**src/rtl/hf_pkg.sv**
```systemverilog
`default_nettype none
// ============================================================================
//  Module      : hf_pkg
//  Description : Shared types and default constants for the hazard-function
//                output qualifier and its synchronizer.
//  Revision    : 1.0 - initial release
// ============================================================================
package hf_pkg;

  // Qualifier FSM states: two settled levels plus one qualification state
  // for each direction of travel.
  typedef enum logic [1:0] {
    STABLE_LO = 2'd0,
    QUAL_HI   = 2'd1,
    STABLE_HI = 2'd2,
    QUAL_LO   = 2'd3
  } hfState_e;

  // Default build constants.
  localparam int HF_SYNC_STAGES   = 2;
  localparam int HF_STABLE_CYCLES = 4;
  localparam int HF_CNT_W         = 8;

  // Width of a counter that must hold values 0 .. maxVal.
  function automatic int hfCntWidth(input int maxVal);
    int w;
    w = 1;
    while ((1 << w) <= maxVal) w++;
    return w;
  endfunction

endpackage : hf_pkg
`default_nettype wire

```
**src/rtl/hf_sync.sv**
```systemverilog
`default_nettype none
// ============================================================================
//  Module      : hf_sync
//  Description : SYNC_STAGES-deep flop chain bringing an asynchronous level
//                into the clk domain. Synchronous active-low reset to 0.
//                Also used for the A..D switch inputs upstream.
//  Revision    : 1.0 - initial release
// ============================================================================
module hf_sync #(
  parameter int SYNC_STAGES = 2   // must be >= 2
) (
  input  logic clk,
  input  logic rst_n,
  input  logic d,
  output logic q
);

  logic [SYNC_STAGES-1:0] r_chain;

  // Shift the raw level through the chain; stage 0 is the metastability catcher.
  always_ff @(posedge clk) begin
    if (!rst_n) begin
      r_chain <= '0;
    end else begin
      r_chain <= {r_chain[SYNC_STAGES-2:0], d};
    end
  end

  assign q = r_chain[SYNC_STAGES-1];

endmodule : hf_sync
`default_nettype wire

```
**src/rtl/hf_output_qualifier.sv**
```systemverilog
`default_nettype none
// ============================================================================
//  Module      : hf_output_qualifier
//  Description : Synchronizes the raw hazard-function output F, debounces it
//                with a run-length qualifier, emits a clean level with rise /
//                fall strobes and counts rejected (glitch) transitions.
//  Revision    : 1.0 - initial release
// ============================================================================
module hf_output_qualifier
  import hf_pkg::*;
#(
  parameter int SYNC_STAGES   = HF_SYNC_STAGES,    // >= 2
  parameter int STABLE_CYCLES = HF_STABLE_CYCLES,  // >= 2
  parameter int CNT_W         = HF_CNT_W
) (
  input  logic             clk,
  input  logic             rst_n,
  input  logic             f_in,
  input  logic             clr_cnt,
  output logic             f_filt,
  output logic             f_rise,
  output logic             f_fall,
  output logic             glitch_pulse,
  output logic [CNT_W-1:0] glitch_cnt,
  output logic             busy
);

  // The run counter only has to reach STABLE_CYCLES-1.
  localparam int                 c_RUN_W    = hfCntWidth(STABLE_CYCLES - 1);
  localparam logic [c_RUN_W-1:0] c_RUN_ONE  = c_RUN_W'(1);
  localparam logic [c_RUN_W-1:0] c_RUN_LAST = c_RUN_W'(STABLE_CYCLES - 1);
  localparam logic [CNT_W-1:0]   c_CNT_MAX  = '1;

  logic               w_fS;
  logic               w_glitchEvt;
  hfState_e           r_state;
  logic [c_RUN_W-1:0] r_run;
  logic               r_fFilt;
  logic               r_fRise;
  logic               r_fFall;
  logic               r_glitch;
  logic               r_busy;
  logic [CNT_W-1:0]   r_glitchCnt;

  // --------------------------------------------------------------------------
  // Input synchronizer: the FSM never looks at f_in directly.
  // --------------------------------------------------------------------------
  hf_sync #(
    .SYNC_STAGES (SYNC_STAGES)
  ) u_sync (
    .clk   (clk),
    .rst_n (rst_n),
    .d     (f_in),
    .q     (w_fS)
  );

  // A qualification is aborted when the synchronized level falls back to the
  // settled level before the run completes.
  assign w_glitchEvt = ((r_state == QUAL_HI) && !w_fS) ||
                       ((r_state == QUAL_LO) &&  w_fS);

  // Qualifier FSM with registered level, strobes and busy flag.
  always_ff @(posedge clk) begin
    if (!rst_n) begin
      r_state  <= STABLE_LO;
      r_run    <= '0;
      r_fFilt  <= 1'b0;
      r_fRise  <= 1'b0;
      r_fFall  <= 1'b0;
      r_glitch <= 1'b0;
      r_busy   <= 1'b0;
    end else begin
      // Strobes are single-cycle unless re-asserted below.
      r_fRise  <= 1'b0;
      r_fFall  <= 1'b0;
      r_glitch <= 1'b0;

      case (r_state)
        STABLE_LO: begin
          if (w_fS) begin
            // First sample at the new level counts toward the run.
            r_state <= QUAL_HI;
            r_run   <= c_RUN_ONE;
            r_busy  <= 1'b1;
          end
        end

        QUAL_HI: begin
          if (w_fS) begin
            if (r_run == c_RUN_LAST) begin
              r_state <= STABLE_HI;
              r_run   <= '0;
              r_fFilt <= 1'b1;
              r_fRise <= 1'b1;
              r_busy  <= 1'b0;
            end else begin
              r_run <= r_run + c_RUN_ONE;
            end
          end else begin
            r_state  <= STABLE_LO;
            r_run    <= '0;
            r_glitch <= 1'b1;
            r_busy   <= 1'b0;
          end
        end

        STABLE_HI: begin
          if (!w_fS) begin
            r_state <= QUAL_LO;
            r_run   <= c_RUN_ONE;
            r_busy  <= 1'b1;
          end
        end

        QUAL_LO: begin
          if (!w_fS) begin
            if (r_run == c_RUN_LAST) begin
              r_state <= STABLE_LO;
              r_run   <= '0;
              r_fFilt <= 1'b0;
              r_fFall <= 1'b1;
              r_busy  <= 1'b0;
            end else begin
              r_run <= r_run + c_RUN_ONE;
            end
          end else begin
            r_state  <= STABLE_HI;
            r_run    <= '0;
            r_glitch <= 1'b1;
            r_busy   <= 1'b0;
          end
        end

        default: begin
          r_state <= STABLE_LO;
          r_run   <= '0;
          r_fFilt <= 1'b0;
          r_busy  <= 1'b0;
        end
      endcase
    end
  end

  // Saturating glitch counter; a clear request overrides a same-cycle glitch.
  always_ff @(posedge clk) begin
    if (!rst_n) begin
      r_glitchCnt <= '0;
    end else if (clr_cnt) begin
      r_glitchCnt <= '0;
    end else if (w_glitchEvt && (r_glitchCnt != c_CNT_MAX)) begin
      r_glitchCnt <= r_glitchCnt + CNT_W'(1);
    end
  end

  assign f_filt       = r_fFilt;
  assign f_rise       = r_fRise;
  assign f_fall       = r_fFall;
  assign glitch_pulse = r_glitch;
  assign glitch_cnt   = r_glitchCnt;
  assign busy         = r_busy;

endmodule : hf_output_qualifier
`default_nettype wire

```
**config.mk**
```make
export PLATFORM = sky130hd
export DESIGN_NAME = hf_output_qualifier
export DESIGN_NICKNAME = d
export VERILOG_FILES = /design/src/rtl/hf_pkg.sv /design/src/rtl/hf_sync.sv /design/src/rtl/hf_output_qualifier.sv
export SDC_FILE = /design/constraint.sdc
export NUM_CORES = 1
export LEC_CHECK = 0
export CAP_MARGIN = 25
export CORE_MARGIN = 2
export CORE_UTILIZATION = 40
export DETAILED_ROUTE_END_ITERATION = 6
export GPL_ROUTABILITY_DRIVEN = 0
export PLACE_DENSITY = 0.68
export SLEW_MARGIN = 20
export SYNTH_ARGS = -nofsm -noshare
export SYNTH_HDL_FRONTEND = slang
export SYNTH_SLANG_ARGS = --single-unit
```
**constraint.sdc**
```tcl
create_clock -name clk -period 3.05 [get_ports clk]
set_input_delay 0.305 -clock clk [delete_from_list [all_inputs] [get_ports clk]]
set_output_delay 0.305 -clock clk [all_outputs]
set_load 0.005 [all_outputs]
```
==> flow_summary.yaml <==
floorplan:
  start_util_pct: 41.8
  dieArea_um2: 2380
  rows: 16
  ioPinCount: 17
  fp.dieH_um: 48.8
  die_w_um: 48.8
  coreArea_um2: 1920
setup_path:
  critPathBufInv: 0
  r2r_start: "glitch_cnt[0]"
  crit_family: "simple AND/OR/NAND/NOR gates"
  arrival_ps: 1930
  cp_slowest_cell: "or4_1"
  cp-endpoint: "glitch_cnt[5]"
  critPathRequiredTime_ps: 3280
  cp_cell_sequence: "ha_1, nand3_1, o211ai_2, or4_1, a21oi_1"
  reg2reg_slack_ps: 1350
  startpoint: "glitch_cnt[0]"
  rr_endpoint: "glitch_cnt[5]"
  critical_path_depth: 5
  cp_slowest_stage_delay_ps: 540
  worstRegToRegCells: 5
  cp_max_fo: 14
  worst-setup-path-type: "flop to flop"
  startpoint_type: "flop"
  end_kind: "flop"
timing:
  finalCritPeriodShare_pct: 55.8
  rsz0062_at_grt: "false"
  max_clock_freq_mhz: 588
  min_period_ps: 1700
  slew_viol_final: 0
  setup_violations: 0
  tightest_slew_ps: 521
  fin_skew_ps: 3.23
  tns_ps: 0
  relSlewSlack_pct: 65.2
  hold_viol: 0
grt:
  grt_antenna_before_repair: 0
  first_global_vias: 601
  grt_pass1_wl_um: 2470
  grt_use_total_pct: 13.2
  grt_max_degree: 15
  grt_overflow_total: 0
clock_tree:
  cts.sinks: 19
  ctsHoldBuffers: 0
  insertion_delay_ps: 290
  clockBufferDepth: 2
  post_cts_buffers: 0
  cts_max_level: 1
  ctsResizeCount: 0
  cts_buffers: 3
  cts_tree: "yes"
  clockRootBuffer: "clkbuf_4"
  clkTransAtPathRegs_ps: 100
final_layout:
  n_fill_cell: 201
  stdcell_count: 127
  area_delta_synth_final_pct: 23.1
  nets: 107
  post-route-util_pct: 51.4
  multi_input_area_um2: 384
  antenna_cells: 0
  layout-drive-gt1-share_pct: 7.00
  seqCellArea_um2: 380
  layout_common_cells: "dfxtp_1 (19), clkdlybuf4s50_1 (16), nand3_1 (7), o21ai_0 (7)"
  final_common_cell: "dfxtp_1"
routing:
  first_iter_violations: 6
  wl_per_cell_um: 10.8
  ant_nets: 0
  vias_per_cell: 5.29
  routed_wl_um: 1370
  first_pass_iters: 4
  drt_drc_violations_left: 0
  vias: 672
synth:
  syn_area_um2: 803
  synth_edf_count: 0
  ys_async_sr_fraction_pct: 0
  ys_ff_latch: 19
  synth_flop_cell: "dfxtp_1"
  yosysSeqAreaShare_pct: 47.4
  synth_area_per_cell_um2: 9.45
  yosysUniqueCellTypes: 30
  syn-instance-count: 85
  syn_nets: 91
  yosys_warnings: 0
run:
  cap_violations: 0
status:
  status: "finished clean"
pwr:
  vdd_drop_max_mv: 0.299
  p_leak_uw: 0.000342
  p_per_area_nw_per_um2: 401
placed_design:
  dp.cells: 123
  portBuffers: 16
  dpl.hpwl_um: 1020
min_path:
  hp-start: "u_sync.r_chain[0]"
  min_path_type: "flop to flop"
[metal layers]
| layer | global-route usage, % | vias up | share of wire (%) |
|---|---|---|---|
| met3 | 2.15 | 4 | 4.6 |
| li1 | - | 336 | - |
| met2 | 23.3 | 18 | 49 |
| met5 | 0 | - | 0 |
| met4 | 8.57 | 0 | 2.3 |
| met1 | 14.6 | 314 | 44 |
[worst min path at each step]
stage / cells past startpoint / to
CTS: 1 / u_sync.r_chain[1]
finish: 1 / u_sync.r_chain[1]
floorplan: 1 / u_sync.r_chain[1]
global placement: 1 / u_sync.r_chain[1]
detailed placement: 1 / u_sync.r_chain[1]
global route: 1 / u_sync.r_chain[1]
[flip-flops by register name, indices dropped and copies added (netlist names), named ones only]
register        count
f_fall              1
f_filt              1
f_rise              1
busy                1
r_state             1
glitch_pulse        1
glitch_cnt          8
r_run               2
u_sync.r_chain      2
[synth_stat cells, types with 2 or more instances]
| master | count | area, um^2 |
|---|---|---|
| dfxtp_1 | 19 | 380 |
| nand3_1 | 7 | 35.0 |
| o21ai_0 | 7 | 35.0 |
| a21oi_1 | 6 | 30.0 |
| nand2_1 | 6 | 22.5 |
| and2_1 | 5 | 31.3 |
| nor2_1 | 3 | 11.3 |
| o31ai_1 | 3 | 22.5 |
| or4_1 | 3 | 22.5 |
| buf_6 | 2 | 22.5 |
| ha_1 | 2 | 25.0 |
| nor3b_1 | 2 | 15.0 |
| or3_1 | 2 | 12.5 |
| xor2_1 | 2 | 17.5 |
[cells by family (layout without fill, tap and decap cells)]
kind of cell	after synthesis	in the layout	synth area share, %
adder cells (fa/ha/maj)	2	2	3.11
AO/OA/AOI/OAI	20	20	15.4
AND/OR/NAND/NOR	34	34	23.8
buffers and inverters	6	21	4.83
XOR/XNOR	3	3	4.21
multiplexers	1	1	1.25
flip-flops	19	19	47.4
[stage by stage]
stage,instance area [um^2],hold slack (ps),total power [uW],setup WS [ps]
CTS,988,453,402,1350
global route,988,485,416,1220
floorplan,803,412,272,1610
finish,988,451,396,1350
detailed placement,962,428,279,1370
global placement,962,427,278,1430
[cell type report]
| class | instances | share of cell area, % |
|---|---|---|
| clock buffer | 4 | 2.66 |
| multi-input combinational | 60 | 38.9 |
| timing repair buffer | 16 | 16.2 |
| tap | 27 | 3.42 |
| inverter | 1 | 0.380 |
| sequential | 19 | 38.5 |
[report_power, final]
| part | internal [uW] | total, uW | switching [uW] |
|---|---|---|---|
| Sequential | 252 | 255 | 3.56 |
| Combinational | 9.92 | 17.6 | 7.70 |
| Clock | 50.9 | 124 | 72.9 |
| Total | 312 | 396 | 84.1 |
Note: power is estimated with default switching activity, not from simulation.
